<file path="src/rtl/lsu_mem_if.sv">
// rtl/lsu_mem_if.sv - MEM-stage load/store unit driving a req/gnt/rvalid data bus
//
// Purpose: accepts a load or store from the MEM stage, checks alignment,
// issues one bus access with lane-shifted write data and byte enables,
// extracts and extends load data, and stalls the pipeline until done.
//
// Ports:
//   i_clk, i_rst                   clock, synchronous active-high reset
//   i_valid, i_memwrite, i_memread MEM-stage access request
//   i_f3, i_addr, i_wdata          width/sign, byte address, right-aligned store data
//   o_stall, o_done, o_rdata       pipeline freeze, completion pulse, extended load data
//   o_misaligned, o_bus_err        alignment fault pulse, timeout pulse
//   o_mem_*                        bus request side (req, we, word addr, be, wdata)
//   i_mem_gnt, i_mem_rvalid, i_mem_rdata  bus response side
module lsu_mem_if #(
  parameter int unsigned P_TIMEOUT = 16
) (
  input  logic        i_clk,
  input  logic        i_rst,
  input  logic        i_valid,
  input  logic        i_memwrite,
  input  logic        i_memread,
  input  logic [2:0]  i_f3,
  input  logic [31:0] i_addr,
  input  logic [31:0] i_wdata,
  output logic        o_stall,
  output logic        o_done,
  output logic [31:0] o_rdata,
  output logic        o_misaligned,
  output logic        o_bus_err,
  output logic        o_mem_req,
  output logic        o_mem_we,
  output logic [31:0] o_mem_addr,
  output logic [3:0]  o_mem_be,
  output logic [31:0] o_mem_wdata,
  input  logic        i_mem_gnt,
  input  logic        i_mem_rvalid,
  input  logic [31:0] i_mem_rdata
);

  typedef enum logic [1:0] {
    S_IDLE,
    S_REQ,
    S_WAIT_R,
    S_DONE
  } state_t;

  state_t      state_q;
  logic [31:0] addr_q;
  logic [2:0]  f3_q;
  logic        we_q;
  logic [3:0]  be_q;
  logic [31:0] wdata_q;
  logic [31:0] rdata_q;
  logic        bus_err_q;
  logic [31:0] cnt_q;

  logic        access;
  logic        is_byte;
  logic        is_half;
  logic        misaligned;
  logic [3:0]  be_d;
  logic [31:0] wdata_d;
  logic [31:0] lane;
  logic [31:0] rdata_d;
  logic        timeout_hit;

  // Request decode and store-side lane steering for the accept cycle.
  always_comb begin
    access     = 1'b0;
    is_byte    = 1'b0;
    is_half    = 1'b0;
    misaligned = 1'b0;
    be_d       = 4'b1111;
    wdata_d    = 32'd0;

    access  = i_valid & (i_memwrite | i_memread) & (state_q == S_IDLE) & ~i_rst;
    // f3[1:0]: 00 byte, 01 half, anything with bit 1 set (incl. reserved) is a word.
    is_byte = (i_f3[1:0] == 2'b00);
    is_half = (i_f3[1:0] == 2'b01);

    misaligned = access & ((is_half & i_addr[0]) |
                           (~is_byte & ~is_half & (i_addr[1:0] != 2'b00)));

    if (is_byte) begin
      be_d = 4'b0001 << i_addr[1:0];
    end else if (is_half) begin
      be_d = i_addr[1] ? 4'b1100 : 4'b0011;
    end else begin
      be_d = 4'b1111;
    end

    if (i_memwrite) begin
      wdata_d = i_wdata << {i_addr[1:0], 3'b000};
    end
  end

  // Load-side lane extraction from the returned word.
  always_comb begin
    lane    = i_mem_rdata >> {addr_q[1:0], 3'b000};
    rdata_d = lane;
    case (f3_q)
      3'b000:  rdata_d = {{24{lane[7]}}, lane[7:0]};
      3'b100:  rdata_d = {24'd0, lane[7:0]};
      3'b001:  rdata_d = {{16{lane[15]}}, lane[15:0]};
      3'b101:  rdata_d = {16'd0, lane[15:0]};
      default: rdata_d = lane;
    endcase
  end

  // True in the busy cycle after which the counter would reach P_TIMEOUT.
  assign timeout_hit = (P_TIMEOUT != 0) && ((cnt_q + 32'd1) == P_TIMEOUT);

  always_ff @(posedge i_clk) begin
    if (i_rst) begin
      state_q   <= S_IDLE;
      addr_q    <= 32'd0;
      f3_q      <= 3'd0;
      we_q      <= 1'b0;
      be_q      <= 4'd0;
      wdata_q   <= 32'd0;
      rdata_q   <= 32'd0;
      bus_err_q <= 1'b0;
      cnt_q     <= 32'd0;
    end else begin
      case (state_q)
        S_IDLE: begin
          if (access && !misaligned) begin
            addr_q  <= i_addr;
            f3_q    <= i_f3;
            we_q    <= i_memwrite;  // memwrite wins when both are set
            be_q    <= be_d;
            wdata_q <= wdata_d;
            cnt_q   <= 32'd0;
            state_q <= S_REQ;
          end
        end
        S_REQ: begin
          cnt_q <= cnt_q + 32'd1;
          if (i_mem_gnt) begin
            if (we_q) begin
              rdata_q <= 32'd0;
              state_q <= S_DONE;
            end else if (i_mem_rvalid) begin
              rdata_q <= rdata_d;
              state_q <= S_DONE;
            end else begin
              state_q <= S_WAIT_R;
            end
          end else if (timeout_hit) begin
            rdata_q   <= 32'd0;
            bus_err_q <= 1'b1;
            state_q   <= S_DONE;
          end
        end
        S_WAIT_R: begin
          cnt_q <= cnt_q + 32'd1;
          if (i_mem_rvalid) begin
            rdata_q <= rdata_d;
            state_q <= S_DONE;
          end else if (timeout_hit) begin
            rdata_q   <= 32'd0;
            bus_err_q <= 1'b1;
            state_q   <= S_DONE;
          end
        end
        default: begin
          rdata_q   <= 32'd0;
          bus_err_q <= 1'b0;
          state_q   <= S_IDLE;
        end
      endcase
    end
  end

  // Bus fields are only driven while the request is outstanding.
  assign o_mem_req    = (state_q == S_REQ);
  assign o_mem_we     = o_mem_req & we_q;
  assign o_mem_addr   = o_mem_req ? {addr_q[31:2], 2'b00} : 32'd0;
  assign o_mem_be     = o_mem_req ? be_q : 4'd0;
  assign o_mem_wdata  = o_mem_req ? wdata_q : 32'd0;

  assign o_stall      = (state_q == S_REQ) | (state_q == S_WAIT_R) | (access & ~misaligned);
  assign o_misaligned = misaligned;
  assign o_done       = (state_q == S_DONE);
  assign o_rdata      = rdata_q;
  assign o_bus_err    = bus_err_q;

endmodule
</file>
<file path="config.mk">
export PLATFORM = sky130hd
export DESIGN_NAME = lsu_mem_if
export DESIGN_NICKNAME = d
export VERILOG_FILES = /design/src/rtl/lsu_mem_if.sv
export SDC_FILE = /design/constraint.sdc
export NUM_CORES = 1
export LEC_CHECK = 0
export BUFFER_PORTS_ARGS = -buffer_cell sky130_fd_sc_hd__buf_2
export CORE_MARGIN = 10
export CORE_UTILIZATION = 49
export CTS_CLUSTER_DIAMETER = 100
export DETAILED_ROUTE_END_ITERATION = 10
export GPL_TIMING_DRIVEN = 0
export PLACE_DENSITY = 0.75
export SETUP_SLACK_MARGIN = 0.2
export SYNTH_ARGS = -nofsm -noshare
export SYNTH_HDL_FRONTEND = slang
export SYNTH_SLANG_ARGS = --single-unit
</file>
<file path="constraint.sdc">
create_clock -name i_clk -period 2.8 [get_ports i_clk]
set_input_delay 0.42 -clock i_clk [delete_from_list [all_inputs] [get_ports i_clk]]
set_output_delay 0.42 -clock i_clk [all_outputs]
set_load 0.01 [all_outputs]
</file>
==> flow_summary.toml <==
[outcome]
status = "finished with violations"
failed_checks = "negative setup slack"

[clock_tree]
cts_root_buf = "clkbuf_16"
ctsHtreeMaxLevel = 4
cts_buffers = 17
postCtsHoldBufs = 0
cts_max_path_buffers = 2
clk_pin_slew_ns = 0.07
clock-sinks = 139
clk_latency_ns = 0.43
cts_tree = "yes"

[routing]
drc = 0
drt-initial-drc-count = 873
routedWlPerCell_um = 19.14
vias = 9417
ant_nets = 0
routed_wl_mm = 30.63
drt_pass1_iterations = 5
vias_per_cell = 5.886

[die]
die_w_um = 149.3
fp.dieH_um = 149.3
die_area_um2 = 22300
boundaryPins = 212
core_area_um2 = 16470
fp-row-count = 47
initial_core_util_pct = 49.76

[timing]
setup_ws_ns = -0.2633
finalCritPeriodShare_pct = 109.4
relSlewSlack_pct = 35.95
rsz0062_at_grt = "true"
finalSetupViolations = 35
timing.hold.ws_ns = 0.2186
worst_pin_slew_ns = 0.9534
slew_violations = 0
max_freq_ghz = 0.3264
min_period_ns = 3.063
finalHoldViolations = 0
fin_skew_ns = 0.009345

[critical_path]
r2r_start = "cnt_q[12]"
worstPathArrival_ns = 3.34
crit_fanout = 9
worstPathRequired_ns = 3.08
endpoint_kind = "flip-flop"
ff2ff_path_depth = 12
rrSetupSlack_ns = -0.26
timing.rr.end = "o_rdata[14]"
path_class = "flip-flop to flip-flop"
cp-start-kind = "flip-flop"

[logic_synthesis]
yosysWarnings = 0
postSynthAreaPerCell_um2 = 7.362
syn_inst = 1113
synthesis.area_um2 = 8194
synth_top_cell_area_share_pct = 33.96
ys_async_sr_fraction_pct = 0
yosys-top-cells-count = "nand2_1, a21oi_1, dfxtp_1"
yosysSeqAreaShare_pct = 33.96
yosysMostFrequentCell = "nand2_1"
synth_seq_cells = 139
synth_flop_cell = "dfxtp_1"
synth_area_leaders = "dfxtp_1, a21oi_1, nand2_1"
synth.distinct_cells = 60
synth_edf_count = 0
yosys.area.top_type = "dfxtp_1"

[final_layout]
num-fill-cells = 1461
layout.cells.non_filler = 1600
post-route-util_pct = 65.47
drive_above_1_share_pct = 27.87
seqCellArea_um2 = 2808
final_nets = 1477
multiInputGateArea_um2 = 5281
area_growth_pct = 31.56

[place]
placed_cells = 1542
dp_hpwl_mm = 22.84
gp_congestion = 0.9626
dp_slack_ns = -0.6032
port_buffers = 208

[grt]
grt-ovfl-total = 0
grt_max_degree = 17
grt_busiest_layer = "met2"
use_met2_pct = 43.51
antenna_found_initial = 1
grt_first_pass_wirelength_mm = 46.64
grtUsageMet1_pct = 31.88
grt_pass1_vias = 8596
track_usage_pct = 25.86
gr-usage-met3_pct = 6.675

[worst_hold_path]
min_path_cells = 3
holdPathEnd = "addr_q[6]"
hp-start = "i_addr[6]"
hold_path_class = "input pin to flip-flop"

[power_and_ir_drop]
leakagePower_nw = 4.354
vdd_drop_max_mv = 0.3997
power.total_w = 0.005289
power_density_nw_per_um2 = 490.6

[job]
drv_cap = 0
[critical path, cell delays in order, from the launching register on]
cell,delay (ns)
dfxtp_1,0.32
buf_6,0.14
nand4_1,0.24
buf_4,0.25
o31ai_4,0.24
o31ai_2,0.10
a2111oi_2,0.38
nand4_1,0.23
or4_4,0.53
buf_8,0.16
clkbuf_16,0.15
nand4_1,0.08
a21oi_1,0.07
[report_power, final]
part	internal (W)	switching (W)	total, W
sequential	0.00202	0.0000339	0.00206
clock	0.00119	0.00103	0.00222
combinational	0.000330	0.000681	0.00101
[flip-flops by register name, summed over array words and instances (netlist names)]
signal	cells
cnt_q	32
be_q	4
we_q	1
f3_q	3
addr_q	32
o_bus_err	1
o_rdata	32
state_q	2
wdata_q	32
[through the flow]
| stage | setup TNS [ns] | instance area (um^2) |
|---|---|---|
| 2_1_floorplan | 0 | 8384 |
| 4_1_cts | -5.677 | 10480 |
| 5_1_grt | -8.458 | 10780 |
| 6_report | -7.997 | 10780 |
| 3_5_place_dp | -25.99 | 9701 |
| 3_3_place_gp | -23.29 | 9701 |
[cells by family (layout without fill, tap and decap cells)]
logic type                 count (synthesis)  after routing  synth area share (%)
and+or+nand+nor                          477            477                 29.18
AOI/OAI and AO/OA                        316            316                 22.52
DFF                                      139            139                 33.96
buffers and inverters                    112            376                 5.711
muxes                                     51             51                 6.490
xor gates and xnor gates                  11             11                 1.176
adders and majority gates                  6              6                0.9161
other                                      1              4               0.04576
[layout make-up]
type	instances	share of cell area [%]
multi-input combinational	863	48.99
clock buffer	17	3.946
buffer	98	5.037
sequential	139	26.04
tap	220	2.553
timing repair buffer	233	11.56
inverter	13	0.4526
clock inverter	15	1.370
antenna	2	0.04643
[routing by layer]
| metal | part of all wire [%] | vias up |
|---|---|---|
| li1 | - | 4467 |
| met1 | 41 | 4428 |
| met2 | 47 | 476 |
| met3 | 9.7 | 46 |
| met4 | 1.8 | 0 |
| met5 | 0 | - |
[cell usage in the layout (no fill, tap or decap), types with 9 or more instances in the layout]
master | synthesis | layout
buf_2 | 7 | 209
nand2_1 | 175 | 171
a21oi_1 | 164 | 163
dfxtp_1 | 139 | 125
nor2_1 | 77 | 76
and2_1 | 70 | 70
o21ai_0 | 69 | 69
clkbuf_1 | 77 | 56
mux2i_1 | 34 | 34
buf_4 | 2 | 29
a22oi_1 | 25 | 25
nor3_1 | 27 | 24
nand4_1 | 23 | 23
nand3_1 | 25 | 22
clkbuf_16 | 0 | 18
mux2_2 | 17 | 16
inv_1 | 13 | 12
nand4b_1 | 12 | 12
nand2b_1 | 11 | 11
dfxtp_2 | 0 | 11
clkbuf_2 | 1 | 10
o2111ai_1 | 18 | 9
[timing repair]
item | CTS | global route
setup buffers | 9 | 15
hold endpoints to repair | 0 | 0
pin swaps | 10 | 18
resized for setup | 44 | 47
gates cloned | 0 | 1
setup endpoints to repair | 127 | 94
[worst max path at each step]
stage | end | start | cells past startpoint | slack (ns)
after CTS | o_rdata[11] | cnt_q[8] | 12 | -0.20
after global routing | o_rdata[3] | cnt_q[12] | 12 | -0.27
after global placement | o_rdata[14] | cnt_q[4] | 12 | -0.53
final | o_rdata[14] | cnt_q[12] | 12 | -0.26
after floorplan | o_rdata[20] | cnt_q[8] | 11 | 0.12
after detailed placement | o_rdata[12] | cnt_q[5] | 11 | -0.60
Power figures use the tool's default switching activity.
